**config.mk**
```make
export PLATFORM = sky130hd
export DESIGN_NAME = img_loader_flat
export DESIGN_NICKNAME = d
export VERILOG_FILES = /design/src/rtl/img_loader_if.sv /design/src/rtl/img_loader.sv /design/src/flat_wrapper.sv
export SDC_FILE = /design/constraint.sdc
export NUM_CORES = 1
export LEC_CHECK = 0
export CORE_MARGIN = 1.5
export CORE_UTILIZATION = 50
export DETAILED_ROUTE_END_ITERATION = 10
export PLACE_DENSITY = 0.85
export SLEW_MARGIN = 20
export SYNTH_ARGS = -nofsm -noshare
export SYNTH_HDL_FRONTEND = slang
export SYNTH_SLANG_ARGS = --single-unit
```
**constraint.sdc**
```tcl
create_clock -name i_clk -period 6.2 [get_ports i_clk]
set_input_delay 1.24 -clock i_clk [delete_from_list [all_inputs] [get_ports i_clk]]
set_output_delay 1.24 -clock i_clk [all_outputs]
set_load 0.005 [all_outputs]
```
**src/rtl/img_loader_if.sv**
```systemverilog
// Pixel-stream and SRAM-write signals exchanged between a frame source and the loader.
interface img_loader_if;
  logic        i_start;
  logic        i_valid;
  logic [23:0] i_pixel;
  logic        o_ready;
  logic        o_sram_req;
  logic        i_sram_grant;
  logic        o_sram_we;
  logic [19:0] o_sram_addr;
  logic [15:0] o_sram_wdata;
  logic        o_busy;
  logic        o_done;

  modport master (
    output i_start, i_valid, i_pixel, i_sram_grant,
    input  o_ready, o_sram_req, o_sram_we, o_sram_addr, o_sram_wdata, o_busy, o_done
  );

  modport slave (
    input  i_start, i_valid, i_pixel, i_sram_grant,
    output o_ready, o_sram_req, o_sram_we, o_sram_addr, o_sram_wdata, o_busy, o_done
  );
endinterface

```
**src/rtl/img_loader.sv**
```systemverilog
// Loads one raster frame of 24-bit pixels into a 16-bit SRAM, two words per pixel, 3 cycles/pixel best case.
// Stalls in WAIT_PIX until i_valid and in WR_LO/WR_HI until i_sram_grant, holding address and data stable.
module img_loader #(
  parameter int unsigned HEIGHT = 480,
  parameter int unsigned WIDTH  = 800
) (
  input  logic        i_clk,
  input  logic        i_rst,
  img_loader_if.slave bus
);

  localparam int unsigned FRAME_PIX = HEIGHT * WIDTH;
  localparam logic [18:0] LAST_IDX  = 19'(FRAME_PIX - 1);

  localparam logic [2:0] S_IDLE     = 3'd0;
  localparam logic [2:0] S_WAIT_PIX = 3'd1;
  localparam logic [2:0] S_WR_LO    = 3'd2;
  localparam logic [2:0] S_WR_HI    = 3'd3;
  localparam logic [2:0] S_DONE     = 3'd4;

  logic [2:0]  state_q, state_d;
  logic [18:0] index_q, index_d;
  logic [23:0] pixel_q, pixel_d;

  logic        ready;
  logic        sram_req;
  logic        sram_we;
  logic [19:0] sram_addr;
  logic [15:0] sram_wdata;
  logic        busy;
  logic        done;

  always_comb begin
    state_d = state_q;
    index_d = index_q;
    pixel_d = pixel_q;
    case (state_q)
      S_IDLE: begin
        if (bus.i_start) begin
          state_d = S_WAIT_PIX;
          index_d = '0;
        end
      end
      S_WAIT_PIX: begin
        if (bus.i_valid) begin
          pixel_d = bus.i_pixel;
          state_d = S_WR_LO;
        end
      end
      S_WR_LO: begin
        if (bus.i_sram_grant) state_d = S_WR_HI;
      end
      S_WR_HI: begin
        if (bus.i_sram_grant) begin
          // The index never advances past the last pixel, so it cannot wrap inside a frame.
          if (index_q == LAST_IDX) begin
            state_d = S_DONE;
          end else begin
            index_d = index_q + 19'd1;
            state_d = S_WAIT_PIX;
          end
        end
      end
      S_DONE:  state_d = S_IDLE;
      default: state_d = S_IDLE;
    endcase
  end

  always_comb begin
    ready      = 1'b0;
    sram_req   = 1'b0;
    sram_we    = 1'b0;
    sram_addr  = {index_q, 1'b0};
    sram_wdata = '0;
    busy       = 1'b1;
    done       = 1'b0;
    case (state_q)
      S_IDLE:     busy = 1'b0;
      S_WAIT_PIX: ready = 1'b1;
      S_WR_LO: begin
        sram_req   = 1'b1;
        sram_we    = bus.i_sram_grant;
        sram_wdata = {8'h00, pixel_q[23:16]};
      end
      S_WR_HI: begin
        sram_req   = 1'b1;
        sram_we    = bus.i_sram_grant;
        sram_addr  = {index_q, 1'b1};
        sram_wdata = pixel_q[15:0];
      end
      S_DONE:  done = 1'b1;
      default: busy = 1'b0;
    endcase
  end

  always_ff @(posedge i_clk) begin
    if (i_rst) begin
      state_q <= S_IDLE;
      index_q <= '0;
      pixel_q <= '0;
    end else begin
      state_q <= state_d;
      index_q <= index_d;
      pixel_q <= pixel_d;
    end
  end

  assign bus.o_ready      = ready;
  assign bus.o_sram_req   = sram_req;
  assign bus.o_sram_we    = sram_we;
  assign bus.o_sram_addr  = sram_addr;
  assign bus.o_sram_wdata = sram_wdata;
  assign bus.o_busy       = busy;
  assign bus.o_done       = done;

endmodule

```
**src/flat_wrapper.sv**
```systemverilog
// flat-port wrapper written by rule: the top's interface ports become plain ports
module img_loader_flat 
#(
  parameter int unsigned HEIGHT = 480,
  parameter int unsigned WIDTH  = 800
)
  (i_clk, i_rst, bus_i_start, bus_i_valid, bus_i_pixel, bus_i_sram_grant, bus_o_ready, bus_o_sram_req, bus_o_sram_we, bus_o_sram_addr, bus_o_sram_wdata, bus_o_busy, bus_o_done);
  img_loader_if bus_i ();
  input  logic i_clk;
  input  logic i_rst;
  input wire logic [$bits(bus_i.i_start)-1:0] bus_i_start;
  input wire logic [$bits(bus_i.i_valid)-1:0] bus_i_valid;
  input wire logic [$bits(bus_i.i_pixel)-1:0] bus_i_pixel;
  input wire logic [$bits(bus_i.i_sram_grant)-1:0] bus_i_sram_grant;
  output wire logic [$bits(bus_i.o_ready)-1:0] bus_o_ready;
  output wire logic [$bits(bus_i.o_sram_req)-1:0] bus_o_sram_req;
  output wire logic [$bits(bus_i.o_sram_we)-1:0] bus_o_sram_we;
  output wire logic [$bits(bus_i.o_sram_addr)-1:0] bus_o_sram_addr;
  output wire logic [$bits(bus_i.o_sram_wdata)-1:0] bus_o_sram_wdata;
  output wire logic [$bits(bus_i.o_busy)-1:0] bus_o_busy;
  output wire logic [$bits(bus_i.o_done)-1:0] bus_o_done;
  assign bus_i.i_start = bus_i_start;
  assign bus_i.i_valid = bus_i_valid;
  assign bus_i.i_pixel = bus_i_pixel;
  assign bus_i.i_sram_grant = bus_i_sram_grant;
  assign bus_o_ready = bus_i.o_ready;
  assign bus_o_sram_req = bus_i.o_sram_req;
  assign bus_o_sram_we = bus_i.o_sram_we;
  assign bus_o_sram_addr = bus_i.o_sram_addr;
  assign bus_o_sram_wdata = bus_i.o_sram_wdata;
  assign bus_o_busy = bus_i.o_busy;
  assign bus_o_done = bus_i.o_done;
  img_loader #(.HEIGHT(HEIGHT), .WIDTH(WIDTH)) u_core (.i_clk(i_clk), .i_rst(i_rst), .bus(bus_i));
endmodule
```
# == Word-level counts from Yosys, hierarchy flattened ==
# Cells that the tools add are included.
# totals
regBits,46
input_bits,29
out_inout_bits,41
elab_cells,38
# classes
n_addsub,1
mux,17
reduce_logical,7
eq_ne,10
# op_table
op,count
$mux 19,3
$pmux 19 s2,1
$pmux 16 s2,1
$add 19x1->19 const B,1
$eq 19x19->1 const B,1
$mux 3,5
$pmux 3 s4,1
$ne 2x2->1 const B,5
$reduce_and 4->1,2
$eq 3x2->1 const B,2
$mux 1,6
$reduce_or 4->1,1
$eq 3x1->1 const B,1
$eq 3x3->1 const B,1
$logic_not 3->1,1
$reduce_and 2->1,1
$reduce_bool 2->1,1
$reduce_or 2->1,1

# == Longest topological paths before layout ==
# logic_depth
ltp_word,4
mapped_depth,8
depth_no_buf,7

# == Least setup slack after synthesis ==
# No wires, ideal clock.
# synth_timing
path_kind,input -> output
from,input bus_i_sram_grant
to,output bus_o_sram_we
arrival_time_ps,1365
path_slack_ps,3595
path_stages,1
path_buffers,0
path_cell_list,and2_1
# synth_between
elab_chain_cells,1
# synth_rtl
element,line,text
"start, declared",flat_wrapper.sv:14,input wire logic [$bits(bus_i.i_sram_grant)-1:0] bus_i_sram_grant;
$mux 1,img_loader.sv:77,case (state_q)
"end, declared",flat_wrapper.sv:17,output wire logic [$bits(bus_i.o_sram_we)-1:0] bus_o_sram_we;
# Every way passes these cells.

# == Worst setup path in the final report ==
# layout_timing
from,register u_core.state_q[0]
to,output bus_o_sram_wdata[8]
# layout_between
elab_chain_cells,2
word_cells_on_any_way,3
classes_between,2 x eq/ne; 1 x mux
# layout_rtl
element,line,text
"start, declared",img_loader.sv:21,"logic [2:0] state_q, state_d;"
"start signal, assigned",img_loader.sv:102,state_q <= state_d;
$eq 3x2->1,img_loader.sv:77,
$pmux 16 s2 (*),img_loader.sv:77,
"end, declared",flat_wrapper.sv:19,output wire logic [$bits(bus_i.o_sram_wdata)-1:0] bus_o_sram_wdata;
# Mark *: on every way between the ends. The rest lies on a longest branch, timed or not.

==> flow_metrics.py <==
metrics = {
    "logic_synthesis": {
        "synth_nets": 331,
        "yosys_warnings": 0,
        "yosysTopAreaCell": "dfxtp_1",
        "synth_cells": 301,
        "synth_top_area_share_pct": 40.89,
        "syn_area_um2": 2252,
        "netlist_top_cells_area": "dfxtp_1 (41%), nand2_1 (11%), a21oi_1 (9.1%), mux2i_1 (4.0%), and2_1 (3.6%)",
        "ys_async_sr_fraction_pct": 0,
        "yosysUniqueCellTypes": 35,
        "avgSynthCellArea_um2": 7.482,
        "synthTopCellsByCount": "nand2_1 (68), dfxtp_1 (46), a21oi_1 (41)",
        "synthMostInstantiatedCell": "nand2_1",
        "ys_seq_area_share_pct": 40.89,
        "synth_ff_type": "dfxtp_1",
        "synth-seq-cells": 46,
        "synth-edff-count": 0,
    },
    "layout": {
        "stdcell_area_um2": 3029,
        "utilization_pct": 69.57,
        "layout-drive-gt1-share_pct": 3.911,
        "n_antenna_cell": 0,
        "num-nets-final": 387,
        "area_delta_synth_final_pct": 34.50,
    },
    "sta": {
        "tightestPinTransition_ps": 824.0,
        "rsz0062_at_grt": "no",
        "finalSetupViolCount": 0,
        "final-hold-violation-count": 0,
        "relSlewSlack_pct": 44.73,
        "setup_tns_ps": 0,
        "period_needed_ps": 4282,
        "max_freq_mhz": 233.6,
        "fin_crit_sh_pct": 69.06,
        "skew_ps": 5.750,
        "hold_slack_ps": 455.6,
        "finalMaxSlewViolations": 0,
    },
    "critical_path": {
        "slowest_stage": "dfxtp_1",
        "cp_top_family": "buffers and inverters",
        "cp_slowest_stage_delay_ps": 810,
        "worstPathArrival_ps": 3040,
        "cp-end-kind": "output port",
        "path_buf_inv": 2,
        "ff2ff_setup_slack_ps": 2940,
        "cp_max_fo": 21,
        "crit_chain": "nor2b_1 -> nand2_1 -> inv_1 -> and2_1 -> clkdlybuf4s50_1",
        "startpoint_type": "flip-flop",
        "cp.required_ps": 4960,
        "critPathKind": "flip-flop to output port",
    },
    "floorplan": {
        "dieArea_um2": 4916,
        "num_io_pins": 70,
        "core_um2": 4354,
        "die_x_um": 70.12,
        "die-height_um": 70.12,
        "rows": 24,
        "start_util_pct": 51.72,
    },
    "drt": {
        "via_count": 2315,
        "wl_um": 5750,
        "post_drt_wl_per_cell_um": 14.02,
        "viasPerCell": 5.646,
        "drt-initial-drc-count": 265,
        "drc": 0,
        "ant_nets": 0,
        "first_pass_iters": 4,
    },
    "global_route": {
        "grt_max_degree": 48,
        "grt_pass1_vias": 2134,
        "antenna_found_initial": 0,
        "track_usage_pct": 23.96,
        "grt_pass1_wl_um": 9563,
        "overflow": 0,
    },
    "cts": {
        "htreeDepth": 2,
        "numCtsBuffers": 5,
        "hold_buffers": 0,
        "path_clk_slew_ps": 90,
        "cts_tree": "built",
        "clock_sinks": 46,
        "clk_latency_ps": 310,
        "post_cts_buffers": 0,
        "cts_resized": 0,
        "clockBufferDepth": 2,
        "root_buffer": "clkbuf_8",
    },
    "power": {
        "power_frac_comb_pct": 14.8,
        "leakagePower_nw": 0.9612,
        "p_per_area_nw_per_um2": 198.2,
        "p_sw_uw": 159.5,
        "intPower_uw": 441.0,
        "ir_drop_v": 0.0001777,
        "report.power.total_uw": 600.5,
        "pwr-share-clk_pct": 32.2,
        "p_sw_share_pct": 26.56,
        "pwr-share-seq_pct": 53.1,
    },
    "placement": {
        "hpwl_um": 3856,
        "port_buffers": 69,
        "place_area_um2": 2938,
        "place_congestion": 0.9282,
    },
    "status": {
        "run_status": "finished clean",
    },
    "min_path": {
        "min_path_type": "flip-flop to flip-flop",
    },
    "flow_run": {
        "cap_violations": 0,
    },
}
[registers in the layout, indices dropped and copies added, names as in the netlist]
signal	count
u_core.state_q	3
u_core.pixel_q	24
u_core.index_q	19
[worst reg2reg max path, stage by stage, from the launching register on]
cell and delay [ps]:
dfxtp_1 810, nor2b_1 310, nand2_1 280, inv_1 600, nand2_1 240, o21bai_1 350, or4_1 520, o21ai_0 80
[power by group through the flow]
stage | logic, mW | clock network (mW) | registers [mW]
global route | 0.0983 | 0.205 | 0.320
global placement | 0.0869 | 0 | 0.325
finish | 0.0887 | 0.193 | 0.319
detailed placement | 0.0885 | 0 | 0.325
CTS | 0.0890 | 0.197 | 0.318
floorplan | 0.0595 | 0 | 0.316
[logic make-up (layout without fill, tap and decap cells)]
family / Yosys count / after routing / synth area share [%]
xor gates and xnor gates: 1 / 1 / 0.3890
adders and majority gates: 1 / 1 / 0.5555
buffers and inverters: 23 / 80 / 4.000
AOI/OAI and AO/OA: 72 / 72 / 18.78
DFF: 46 / 46 / 40.89
muxes: 9 / 9 / 4.000
and+or+nand+nor: 149 / 149 / 31.39
[final timing paths]
path / cells after the start / endpoint / start
max: 5 / bus_o_sram_wdata[8] / u_core.state_q[0]$_SDFFE_PP0P_
max reg2reg: 7 / u_core.index_q[16]$_SDFFE_PP0P_ / u_core.state_q[0]$_SDFFE_PP0P_
min: 2 / u_core.pixel_q[10]$_SDFFE_PP0P_ / u_core.pixel_q[10]$_SDFFE_PP0P_
min reg2reg: 2 / u_core.pixel_q[10]$_SDFFE_PP0P_ / u_core.pixel_q[10]$_SDFFE_PP0P_
[per-stage QoR]
stage | std cells | worst slack [ps]
floorplan | 301 | 3595
global placement | 402 | 2397
detailed placement | 402 | 2274
CTS | 410 | 1921
global route | 410 | 1744
finish | 410 | 1918
[metal layers]
metal	routed length [um]	GRT usage, %	vias to the layer above
met3	468	8.081	10
li1	-	-	1157
met1	2447	28.43	1057
met5	0	0	-
met4	87	9.615	0
met2	2747	39.79	91
[placed cells by master (no fill, tap or decap), drive strengths merged, types with 3 or more instances in the layout]
cell / n
or4: 4
o21ba: 3
nand3: 10
nor2: 21
clkdlybuf4s50: 69
and2: 13
or3: 5
nor3: 6
a31oi: 5
nor2b: 4
clkbuf: 7
nand2: 68
nand2b: 4
dfxtp: 46
a311oi: 4
a21oi: 41
nor4: 4
o21ai: 10
nand4: 5
mux2i: 9
[area by class of cell]
type | instances | area [um^2]
tap | 52 | 65.06
timing repair buffer | 70 | 698.2
sequential | 46 | 920.9
clock inverter | 1 | 5.005
fill | 349 | 1325
inverter | 2 | 7.507
multi-input combinational | 232 | 1246
clock buffer | 7 | 86.33
(Power assumes the default switching activity.)
